## src/rtl/sr_prog_pkg.sv

```systemverilog
// Shared types and constants for the configuration shift-register programming controller.
package sr_prog_pkg;

  localparam int WORD_W = 32;

  typedef enum logic [1:0] {
    ST_IDLE,
    ST_WAIT_WORD,
    ST_SHIFT,
    ST_LATCH
  } state_e;

  localparam logic [3:0] OFF_CTRL   = 4'h0;
  localparam logic [3:0] OFF_STATUS = 4'h4;
  localparam logic [3:0] OFF_DATA   = 4'h8;
  localparam logic [3:0] OFF_RDATA  = 4'hC;

  localparam int CTRL_START = 0;
  localparam int CTRL_ABORT = 1;

  localparam int STAT_BUSY     = 0;
  localparam int STAT_DONE     = 1;
  localparam int STAT_WORD_REQ = 2;
  localparam int STAT_ERR      = 3;
  localparam int STAT_REM_LSB  = 16;

  typedef enum logic [2:0] {
    SEL_NONE,
    SEL_CTRL,
    SEL_STATUS,
    SEL_DATA,
    SEL_RDATA
  } reg_sel_e;

  function automatic reg_sel_e decode(input logic hit, input logic [3:0] off);
    reg_sel_e sel;
    sel = SEL_NONE;
    if (hit) begin
      case (off)
        OFF_CTRL:   sel = SEL_CTRL;
        OFF_STATUS: sel = SEL_STATUS;
        OFF_DATA:   sel = SEL_DATA;
        OFF_RDATA:  sel = SEL_RDATA;
        default:    sel = SEL_NONE;
      endcase
    end
    return sel;
  endfunction

endpackage

```

## src/rtl/sr_prog_ctrl_if.sv

```systemverilog
// Wishbone-style register bus between the slave decode and the programming controller.
interface sr_prog_ctrl_if;
  logic [31:0] wb_addr;
  logic        wen;
  logic        valid;
  logic        ready;
  logic [31:0] wProgData;
  logic [31:0] rProgData;

  modport master (output wb_addr, wen, valid, wProgData, input ready, rProgData);
  modport slave  (input wb_addr, wen, valid, wProgData, output ready, rProgData);
endinterface

```

## src/rtl/sr_word_serializer.sv

```systemverilog
// Shifts one word LSB-first into the chain and captures the bits coming back out.
module sr_word_serializer
  import sr_prog_pkg::*;
(
  input  logic              clk,
  input  logic              reset,
  input  logic              load,
  input  logic              clear,
  input  logic [5:0]        nbits,
  input  logic [WORD_W-1:0] data,
  input  logic              sout,
  output logic              sin,
  output logic              shift,
  output logic              last,
  output logic [WORD_W-1:0] rx_word
);

  logic [WORD_W-1:0] word_q;
  logic [WORD_W-1:0] rx_q;
  logic [WORD_W-1:0] rx_next;
  logic [5:0]        cnt_q;
  logic [4:0]        idx_q;

  assign shift = (cnt_q != 6'd0);
  assign last  = (cnt_q == 6'd1);
  assign sin   = shift & word_q[0];

  // sout is captured in the same cycle as the shift that moves that bit.
  always_comb begin
    rx_next = rx_q;
    if (shift) rx_next[idx_q] = sout;
  end

  // NOTE: state registers use non-blocking assignments so every flop samples pre-edge values.
  always_ff @(posedge clk) begin
    if (reset) begin
      word_q  <= '0;
      rx_q    <= '0;
      cnt_q   <= '0;
      idx_q   <= '0;
      rx_word <= '0;
    end else if (clear) begin
      cnt_q <= '0;
    end else if (load) begin
      word_q <= data;
      rx_q   <= '0;
      cnt_q  <= nbits;
      idx_q  <= '0;
    end else if (shift) begin
      word_q <= word_q >> 1;
      rx_q   <= rx_next;
      cnt_q  <= cnt_q - 6'd1;
      idx_q  <= idx_q + 5'd1;
      if (last) rx_word <= rx_next;
    end
  end

endmodule

```

## src/rtl/sr_prog_ctrl.sv

```systemverilog
// Word-level programming controller: register decode, bus handshake, load FSM and bit budget.
module sr_prog_ctrl
  import sr_prog_pkg::*;
#(
  parameter int          CHAIN_LEN = 164,
  parameter logic [31:0] BASE_ADDR = 32'h3000_0000
) (
  input  logic          clk,
  input  logic          reset,
  sr_prog_ctrl_if.slave bus,
  input  logic          sr_sout,
  output logic          sr_sin,
  output logic          sr_shift,
  output logic          sr_latch
);

  state_e            state_q, state_d;
  logic [15:0]       bits_rem_q;
  logic              done_q, err_q, ready_q, req_wr_q;
  logic [WORD_W-1:0] rdata_q, req_data_q;
  reg_sel_e          sel, req_sel_q;
  logic              data_blocked, ack, ctrl_wr, data_wr, start, abort, load;
  logic              ser_last;
  logic [5:0]        nbits;
  logic [WORD_W-1:0] rx_word, status, read_mux;

  assign sel          = decode(bus.wb_addr[31:4] == BASE_ADDR[31:4], bus.wb_addr[3:0]);
  assign data_blocked = bus.wen && (sel == SEL_DATA) &&
                        (state_q != ST_IDLE) && (state_q != ST_WAIT_WORD);
  assign ack          = bus.valid && !ready_q && !data_blocked;

  // Requests are latched at acknowledge and executed at the end of the ready cycle,
  // so the master may drop valid as soon as it sees ready.
  assign ctrl_wr = ready_q && req_wr_q && (req_sel_q == SEL_CTRL);
  assign data_wr = ready_q && req_wr_q && (req_sel_q == SEL_DATA);
  assign abort   = ctrl_wr && req_data_q[CTRL_ABORT];
  assign start   = ctrl_wr && req_data_q[CTRL_START] && !abort && (state_q == ST_IDLE);
  assign load    = data_wr && (state_q == ST_WAIT_WORD);
  assign nbits   = (bits_rem_q >= 16'(WORD_W)) ? 6'(WORD_W) : bits_rem_q[5:0];

  always_comb begin
    status                              = '0;
    status[STAT_BUSY]                   = (state_q != ST_IDLE);
    status[STAT_DONE]                   = done_q;
    status[STAT_WORD_REQ]               = (state_q == ST_WAIT_WORD);
    status[STAT_ERR]                    = err_q;
    status[STAT_REM_LSB +: 16]          = bits_rem_q;
  end

  always_comb begin
    case (sel)
      SEL_STATUS: read_mux = status;
      SEL_RDATA:  read_mux = rx_word;
      default:    read_mux = '0;
    endcase
  end

  sr_word_serializer u_ser (
    .clk     (clk),
    .reset   (reset),
    .load    (load),
    .clear   (abort),
    .nbits   (nbits),
    .data    (req_data_q),
    .sout    (sr_sout),
    .sin     (sr_sin),
    .shift   (sr_shift),
    .last    (ser_last),
    .rx_word (rx_word)
  );

  // NOTE: every output of a combinational block gets a default first so no latch is inferred.
  always_comb begin
    state_d  = state_q;
    sr_latch = (state_q == ST_LATCH);
    if (abort) begin
      state_d = ST_IDLE;
    end else begin
      case (state_q)
        ST_IDLE:      if (start) state_d = ST_WAIT_WORD;
        ST_WAIT_WORD: if (load)  state_d = ST_SHIFT;
        ST_SHIFT:     if (sr_shift && ser_last)
                        state_d = (bits_rem_q == 16'd1) ? ST_LATCH : ST_WAIT_WORD;
        ST_LATCH:     state_d = ST_IDLE;
        default:      state_d = ST_IDLE;
      endcase
    end
  end

  always_ff @(posedge clk) begin
    if (reset) begin
      state_q    <= ST_IDLE;
      ready_q    <= 1'b0;
      rdata_q    <= '0;
      req_sel_q  <= SEL_NONE;
      req_wr_q   <= 1'b0;
      req_data_q <= '0;
      bits_rem_q <= '0;
      done_q     <= 1'b0;
      err_q      <= 1'b0;
    end else begin
      state_q <= state_d;
      ready_q <= ack;
      rdata_q <= (ack && !bus.wen) ? read_mux : '0;
      if (ack) begin
        req_sel_q  <= sel;
        req_wr_q   <= bus.wen;
        req_data_q <= bus.wProgData;
      end

      if (abort)         bits_rem_q <= '0;
      else if (start)    bits_rem_q <= 16'(CHAIN_LEN);
      else if (sr_shift) bits_rem_q <= bits_rem_q - 16'd1;

      if (abort || start)            done_q <= 1'b0;
      else if (state_q == ST_LATCH)  done_q <= 1'b1;

      if (start)                                 err_q <= 1'b0;
      else if (data_wr && state_q == ST_IDLE)    err_q <= 1'b1;
    end
  end

  assign bus.ready     = ready_q;
  assign bus.rProgData = rdata_q;

endmodule

```

## src/flat_wrapper.sv

```systemverilog
// flat-port wrapper written by rule: the top's interface ports become plain ports
module sr_prog_ctrl_flat import sr_prog_pkg::*;
#(
  parameter int          CHAIN_LEN = 164,
  parameter logic [31:0] BASE_ADDR = 32'h3000_0000
)
  (clk, reset, sr_sout, sr_sin, sr_shift, sr_latch, bus_wb_addr, bus_wen, bus_valid, bus_wProgData, bus_ready, bus_rProgData);
  sr_prog_ctrl_if bus_i ();
  input  logic clk;
  input  logic reset;
  input  logic sr_sout;
  output logic sr_sin;
  output logic sr_shift;
  output logic sr_latch;
  input wire logic [$bits(bus_i.wb_addr)-1:0] bus_wb_addr;
  input wire logic [$bits(bus_i.wen)-1:0] bus_wen;
  input wire logic [$bits(bus_i.valid)-1:0] bus_valid;
  input wire logic [$bits(bus_i.wProgData)-1:0] bus_wProgData;
  output wire logic [$bits(bus_i.ready)-1:0] bus_ready;
  output wire logic [$bits(bus_i.rProgData)-1:0] bus_rProgData;
  assign bus_i.wb_addr = bus_wb_addr;
  assign bus_i.wen = bus_wen;
  assign bus_i.valid = bus_valid;
  assign bus_i.wProgData = bus_wProgData;
  assign bus_ready = bus_i.ready;
  assign bus_rProgData = bus_i.rProgData;
  sr_prog_ctrl #(.CHAIN_LEN(CHAIN_LEN), .BASE_ADDR(BASE_ADDR)) u_core (.clk(clk), .reset(reset), .bus(bus_i), .sr_sout(sr_sout), .sr_sin(sr_sin), .sr_shift(sr_shift), .sr_latch(sr_latch));
endmodule
```

## config.mk

```make
export PLATFORM = sky130hd
export DESIGN_NAME = sr_prog_ctrl_flat
export DESIGN_NICKNAME = d
export VERILOG_FILES = /design/src/rtl/sr_prog_pkg.sv /design/src/rtl/sr_prog_ctrl_if.sv /design/src/rtl/sr_word_serializer.sv /design/src/rtl/sr_prog_ctrl.sv /design/src/flat_wrapper.sv
export SDC_FILE = /design/constraint.sdc
export NUM_CORES = 1
export LEC_CHECK = 0
export ABC_AREA = 1
export CAP_MARGIN = 10
export CELL_PAD_IN_SITES_DETAIL_PLACEMENT = 1
export CELL_PAD_IN_SITES_GLOBAL_PLACEMENT = 2
export CORE_MARGIN = 8
export CORE_UTILIZATION = 28
export DETAILED_ROUTE_END_ITERATION = 12
export PLACE_DENSITY_LB_ADDON = 0.1
export SYNTH_ARGS = -nofsm -noshare
export SYNTH_HDL_FRONTEND = slang
export SYNTH_HIERARCHICAL = 1
export SYNTH_SLANG_ARGS = --single-unit
```

## constraint.sdc

```tcl
create_clock -name clk -period 1.8 [get_ports clk]
set_input_delay 0.27 -clock clk [delete_from_list [all_inputs] [get_ports clk]]
set_output_delay 0.27 -clock clk [all_outputs]
set_load 0.005 [all_outputs]
```

# Word-level counts from Yosys, hierarchy flattened
# Cells that the tools add are included.
[word_totals]
mem_bits_ro = 0
out_inout_bits = 36
ram_bits = 0
latch_bits = 0
regBits = 196
wordCells = 101
n_memories = 0
[op_classes]
reduce_logical = 36
eq_ne = 18
magnitude_cmp = 3
bitwise_logic = 4
addsub = 3
n_mux = 22
n_shift = 0
multipliers = 0
n_div = 0
[op_table]
columns = ["operator", "n"]
rows = [
  ["32-bit two-way mux", 4],
  ["32-bit one-hot mux with 2 select lines", 1],
  ["32-bit bitwise mux", 1],
  ["28-bit by 26-bit equality test with 1-bit output, second input constant", 1],
  ["6-bit two-way mux", 3],
  ["1-bit logical AND", 17],
  ["16-bit by 1-bit equality test with 1-bit output, second input constant", 1],
  ["16-bit by 6-bit greater-or-equal comparator with 1-bit output, second input constant", 1],
  ["8-bit two-way mux", 2],
  ["16-bit by 1-bit subtractor with 16-bit output, second input constant", 1],
  ["3-bit one-hot mux with 4 select lines", 1],
  ["5-bit two-way mux", 2],
  ["3-bit by 2-bit equality test with 1-bit output, second input constant", 3],
  ["4-bit equality test, second input constant", 2],
  ["2-bit two-way mux", 4],
  ["2-bit by 1-bit != test with 1-bit output, second input constant", 4],
  ["2-bit one-hot mux with 4 select lines", 1],
  ["2-bit OR reduction", 4],
  ["6-bit by 1-bit equality test with 1-bit output, second input constant", 1],
  ["5-bit by 6-bit less-than comparator with 1-bit output, second input constant", 1],
  ["2-bit nonzero test", 3],
  ["6-bit nonzero test", 1],
  ["6-bit by 1-bit subtractor with 6-bit output, second input constant", 1],
  ["5-bit by 1-bit adder with 5-bit output, second input constant", 1],
  ["19 further kinds", 25],
]

# Depth between registers and ports, before layout
[depth]
depth_word = 12
mapped_depth = 12
mapped_depth_nobuf = 11

# Hierarchy
# The synthesis kept the hierarchy.
[modules_own_cells]
columns = ["module", "n_inst", "cells_per_inst", "seq_area_each_um2", "area_each_um2"]
rows = [
  ["sr_word_serializer", 1, 795, 2142.1, 5210.0],
  ["sr_prog_ctrl", 1, 597, 1781.7, 4082.7],
]

# Worst setup path before layout
# No wires, ideal clock.
[synth_path]
path_kind = "flip-flop to flip-flop"
startpoint = "register u_core.u_ser.cnt_q[0]"
endpoint = "register u_core.bits_rem_q[14]"
required_time_ps = 1684
setup_slack_ps = -3
arrival_time_ps = 1687
path_stages_with_launch = 11
path_cell_list = "dfxtp_1 -> inv_1 -> ha_1 -> nand3_4 -> nand4_1 -> nor2_1 -> nand2_1 -> nor2_1 -> nand2_1 -> o21ai_0 -> nor2_1"
[synth_between]
elab_chain_cells = 1
[synth_lines]
columns = ["element", "line_no", "rtl"]
rows = [
  ["from (decl)", "sr_word_serializer.sv:21", "logic [5:0] cnt_q;"],
  ["from (signal assigned)", "sr_word_serializer.sv:47", "cnt_q <= nbits;"],
  ["from (signal assigned)", "sr_word_serializer.sv:52", "cnt_q <= cnt_q - 6'd1;"],
  ["6-bit nonzero test", "sr_word_serializer.sv:24", "assign shift = (cnt_q != 6'd0);"],
  ["named net sr_shift", "flat_wrapper.sv:13", "output logic sr_shift;"],
  ["to (signal assigned)", "sr_prog_ctrl.sv:112", "else if (start) bits_rem_q <= 16'(CHAIN_LEN);"],
  ["to (signal assigned)", "sr_prog_ctrl.sv:113", "else if (sr_shift) bits_rem_q <= bits_rem_q - 16'd1;"],
  ["to (decl)", "sr_prog_ctrl.sv:18", "logic [15:0] bits_rem_q;"],
]
# The timed path passes the listed nets, and every way through them passes these cells.
# A chain may end at the register's enable or synchronous reset.

# Final worst setup path
[layout_path]
startpoint = "register u_core.req_sel_q[0]"
endpoint = "register u_core.u_ser.rx_word[3]"
[layout_between]
elab_chain_cells = 5
[layout_lines]
columns = ["element", "line_no", "rtl"]
rows = [
  ["from (decl)", "sr_prog_ctrl.sv:21", "reg_sel_e sel, req_sel_q;"],
  ["from (signal assigned)", "sr_prog_ctrl.sv:106", "req_sel_q <= sel;"],
  ["3-bit by 2-bit equality test with 1-bit output", "sr_prog_ctrl.sv:35", "assign data_wr = ready_q && req_wr_q && (req_sel_q == SEL_DATA);"],
  ["1-bit logical AND", "sr_prog_ctrl.sv:35", ""],
  ["1-bit logical AND", "sr_prog_ctrl.sv:38", "assign load = data_wr && (state_q == ST_WAIT_WORD);"],
  ["named net u_core.load", "sr_prog_ctrl.sv:22", "logic data_blocked, ack, ctrl_wr, data_wr, start, abort, load;"],
  ["1-bit NOT (no source line)", "--", ""],
  ["4-bit AND reduction (no source line)", "--", ""],
  ["to (signal assigned)", "sr_word_serializer.sv:54", "if (last) rx_word <= rx_next;"],
  ["to (decl)", "sr_word_serializer.sv:15", "output logic [WORD_W-1:0] rx_word"],
]
# The timed path passes the listed nets, and every way through them passes these cells.

==> out/metrics.csv <==
stage;metric;value;unit
outcome;status;finished, final reports clean;
finish;Synth-to-Final Area Change;33.24;%
grt;met2 Usage GRT;28.47;%
floorplanning;Starting Density;28.49;%
setup_path;CP arrival;2120;ps
logic_synthesis;Post-synth EDFFs;0;
power_and_ir_drop;clock share of power;25.7;%
grt;initial antenna violation count;0;
placed_design;dpl hpwl;21310;um
logic_synthesis;asr flop ratio synth;0;%
detailed_routing;Initial DRT Pass Iterations;4;
logic_synthesis;cell area after synthesis;0.009293;mm^2
setup_path;Crit Path Class;reg -> reg;
detailed_routing;vias per cell;4.579;
sta;setup ws final;70.82;ps
sta;Final period util;96.07;%
cts;Worst-path clk slew;80;ps
placed_design;placed inst area;0.01138;mm^2
detailed_routing;via count;9136;
finish;nets;1618;
sta;Fin. Hold Viols;0;
power_and_ir_drop;Psw;5.578;mW
logic_synthesis;largest area contributor in the netlist;dfxtp_1;
sta;Worst-Margin Slew;526.4;ps
finish;final core occ;37.96;%
floorplanning;num rows;66;
sta;RSZ-0062 raised after global routing;true;
cts;TritonCTS Buffers;17;
detailed_routing;initial drt markers;291;
worst_hold_path;hold crit path type;in -> reg;
floorplanning;Die Span Y;198.2;um
sta;Post-Route Skew;15.67;ps
detailed_routing;drt drc;0;
detailed_routing;post-route ant nets;0;
power_and_ir_drop;Seq pwr share;35.4;%
placed_design;GP Congestion;0.7891;
power_and_ir_drop;cell-internal power;9.453;mW
floorplanning;area of the die;0.03927;mm^2
cts;clk sink count;196;
setup_path;CP endpoint kind;register;
sta;final setup TNS;0;ps
power_and_ir_drop;leak pwr;5.026;nW
logic_synthesis;YS warnings;6;
placed_design;I/O Buffers;104;
cts;CTS tree;yes;
power_and_ir_drop;Power Density;1214;mW/mm^2
flow_run;max_cap viols;0;
logic_synthesis;Synth Area per Inst;6.676;um^2
setup_path;worst-path maximum fanout;6;
setup_path;WP data required;2190;ps
finish;Ant. Diodes;0;
detailed_routing;DR WL/cell;15.39;um
logic_synthesis;Synth top area share;42.22;%
logic_synthesis;top_reg_cell synth;dfxtp_1;
logic_synthesis;cells taking the most area after synthesis;dfxtp_1 (42%), nand2_1 (16%), nor2_1 (11%);
sta;fmax;578.3;MHz
grt;first-pass GRT wire length;50090;um
logic_synthesis;top-count cell post-synth;nand2_1;
cts;clock root buffer;clkbuf_16;
logic_synthesis;syn nets;1470;
setup_path;CP Launch Type;register;
cts;Skew-Pair Late Insertion Delay;450;ps
logic_synthesis;Synth cell types;39;
power_and_ir_drop;combinational power share;38.9;%
floorplanning;die span in x;198.2;um
grt;largest net degree at the start of global routing;66;
grt;GRT met1 Usage;19.24;%
floorplanning;io pins;105;
grt;grt met3 use;2.971;%
setup_path;r2r setup slk;70;ps
grt;Overflow after GRT;0;
placed_design;DP Worst Slack;-261.9;ps
sta;Final Max Slew Viols;0;
grt;Tot GR Track Use;15.78;%
sta;crit path time final;1729;ps
sta;relative slew slack;64.64;%
cts;cts hold-fix bufs;0;
floorplanning;Core Area;0.03262;mm^2
finish;Design Area, Final;0.01238;mm^2
logic_synthesis;top post-synthesis cells by count;nand2_1 (401), nor2_1 (283), dfxtp_1 (196), a21oi_1 (100), inv_1 (90);
finish;share of cells above drive strength 1;14.17;%
logic_synthesis;Post-Synthesis Cells;1392;
grt;GRT busiest layer;met2;
logic_synthesis;sequential fraction of the synthesis area;42.22;%
sta;Setup Viol. Count Final;0;
grt;vias in the first global route;9602;
cts;Longest Clk Path Bufs;2;
detailed_routing;DRT Wirelength;30700;um
power_and_ir_drop;Max VDD drop;0.8290;mV
logic_synthesis;register bit total from synthesis;196;
power_and_ir_drop;Sw Share;37.11;%
cts;H-tree levels;4;
-- final timing paths --
path / depth (start not counted) / from / end
max reg2reg: 12 / u_core/req_sel_q[0] / u_core/u_ser/rx_word[3]
min: 3 / reset / u_core/bus.ready
min reg2reg: 2 / u_core/u_ser/rx_word[15] / u_core/bus.rProgData[15]
max: 12 / u_core/req_sel_q[0] / u_core/u_ser/rx_word[3]
-- kinds of logic (layout without fill, tap and decap cells) --
family	count (synthesis)	count (layout)	share of synthesized area [%]
buffers and inverters	177	338	8.079
adder cells (fa/ha/maj)	9	9	1.212
AND/OR/NAND/NOR	835	835	38.10
XOR/XNOR	6	6	0.5655
AO/OA/AOI/OAI	169	169	9.816
flip-flops	196	196	42.22
-- area by class of cell --
type	count	area [um^2]
Multi-Input combinational cell	1019	4800
Sequential cell	196	3934
Tap cell	442	553.0
Clock buffer	20	446.7
Clock inverter	12	132.6
Fill cell	4107	20240
Inverter	96	360.3
Timing Repair Buffer	210	2156
-- power by group through the flow --
stage / combinational [mW] / clock (mW) / sequential (mW)
final: 5.85 / 3.86 / 5.32
after global routing: 6.55 / 4.20 / 5.40
after CTS: 5.34 / 4.03 / 5.31
after detailed placement: 5.20 / 0 / 5.40
after global placement: 5.12 / 0 / 5.39
after floorplan: 3.15 / 0 / 5.28
-- state kept, by name, indices dropped and copies added (netlist names), 2 cells and up --
register              flops
u_core/u_ser/word_q      32
u_core/u_ser/rx_q        32
u_core/u_ser/rx_word     32
u_core/req_data_q        32
u_core/bits_rem_q        16
u_core/state_q            2
u_core/req_sel_q          3
u_core/u_ser/idx_q        5
u_core/u_ser/cnt_q        6
u_core/bus.rProgData     32
-- layout by cell type, fill, tap and decap left out, types with 3 or more instances in the layout --
master,instances
buf_4,74
clkinv_4,4
dfxtp_2,8
clkbuf_16,21
xor2_1,6
o21ai_0,43
inv_2,13
inv_1,83
clkinvlp_4,3
nand2_2,6
a21oi_2,20
nor3_1,8
buf_6,12
a21oi_1,90
o21ai_1,6
nand3_4,3
nand3_1,62
nand2_4,7
ha_1,8
nand4_1,23
dfxtp_1,188
buf_12,17
nor2_4,9
nor2_1,277
nand3b_1,32
clkinv_2,3
clkdlybuf4s50_1,100
nand2_1,390
nor2_2,7
-- timing repair --
action	4_1_cts	5_1_grt
gates cloned	0	6
endpoints found under the setup margin	64	88
resized for setup	21	60
pin swaps	4	27
setup buffers	4	9
-- critical path, stage by stage, from the launching register on --
cell	delay [ps]
dfxtp_2	320
inv_2	40
nor2_4	140
nand3_4	110
nor2_4	130
buf_6	120
nor2_2	40
and2_4	130
buf_6	110
nand3_4	150
clkbuf_16	210
nand2_4	50
a21oi_2	110
-- stage by stage --
step / hold WS (ps) / std cells / power, mW
2_1_floorplan: 342.4 / 1392 / 8.428
3_3_place_gp: 425.3 / 1945 / 10.51
4_1_cts: 337.6 / 1981 / 14.68
6_report: 337.9 / 1995 / 15.03
3_5_place_dp: 429.3 / 1945 / 10.60
5_1_grt: 363.0 / 1995 / 16.15
-- routing by layer --
layer	part of all wire [%]	up-vias
met3	2.7	14
li1	-	4680
met5	0	-
met4	0.83	0
met2	50	87
met1	46	4355
Power figures use the tool's default switching activity.
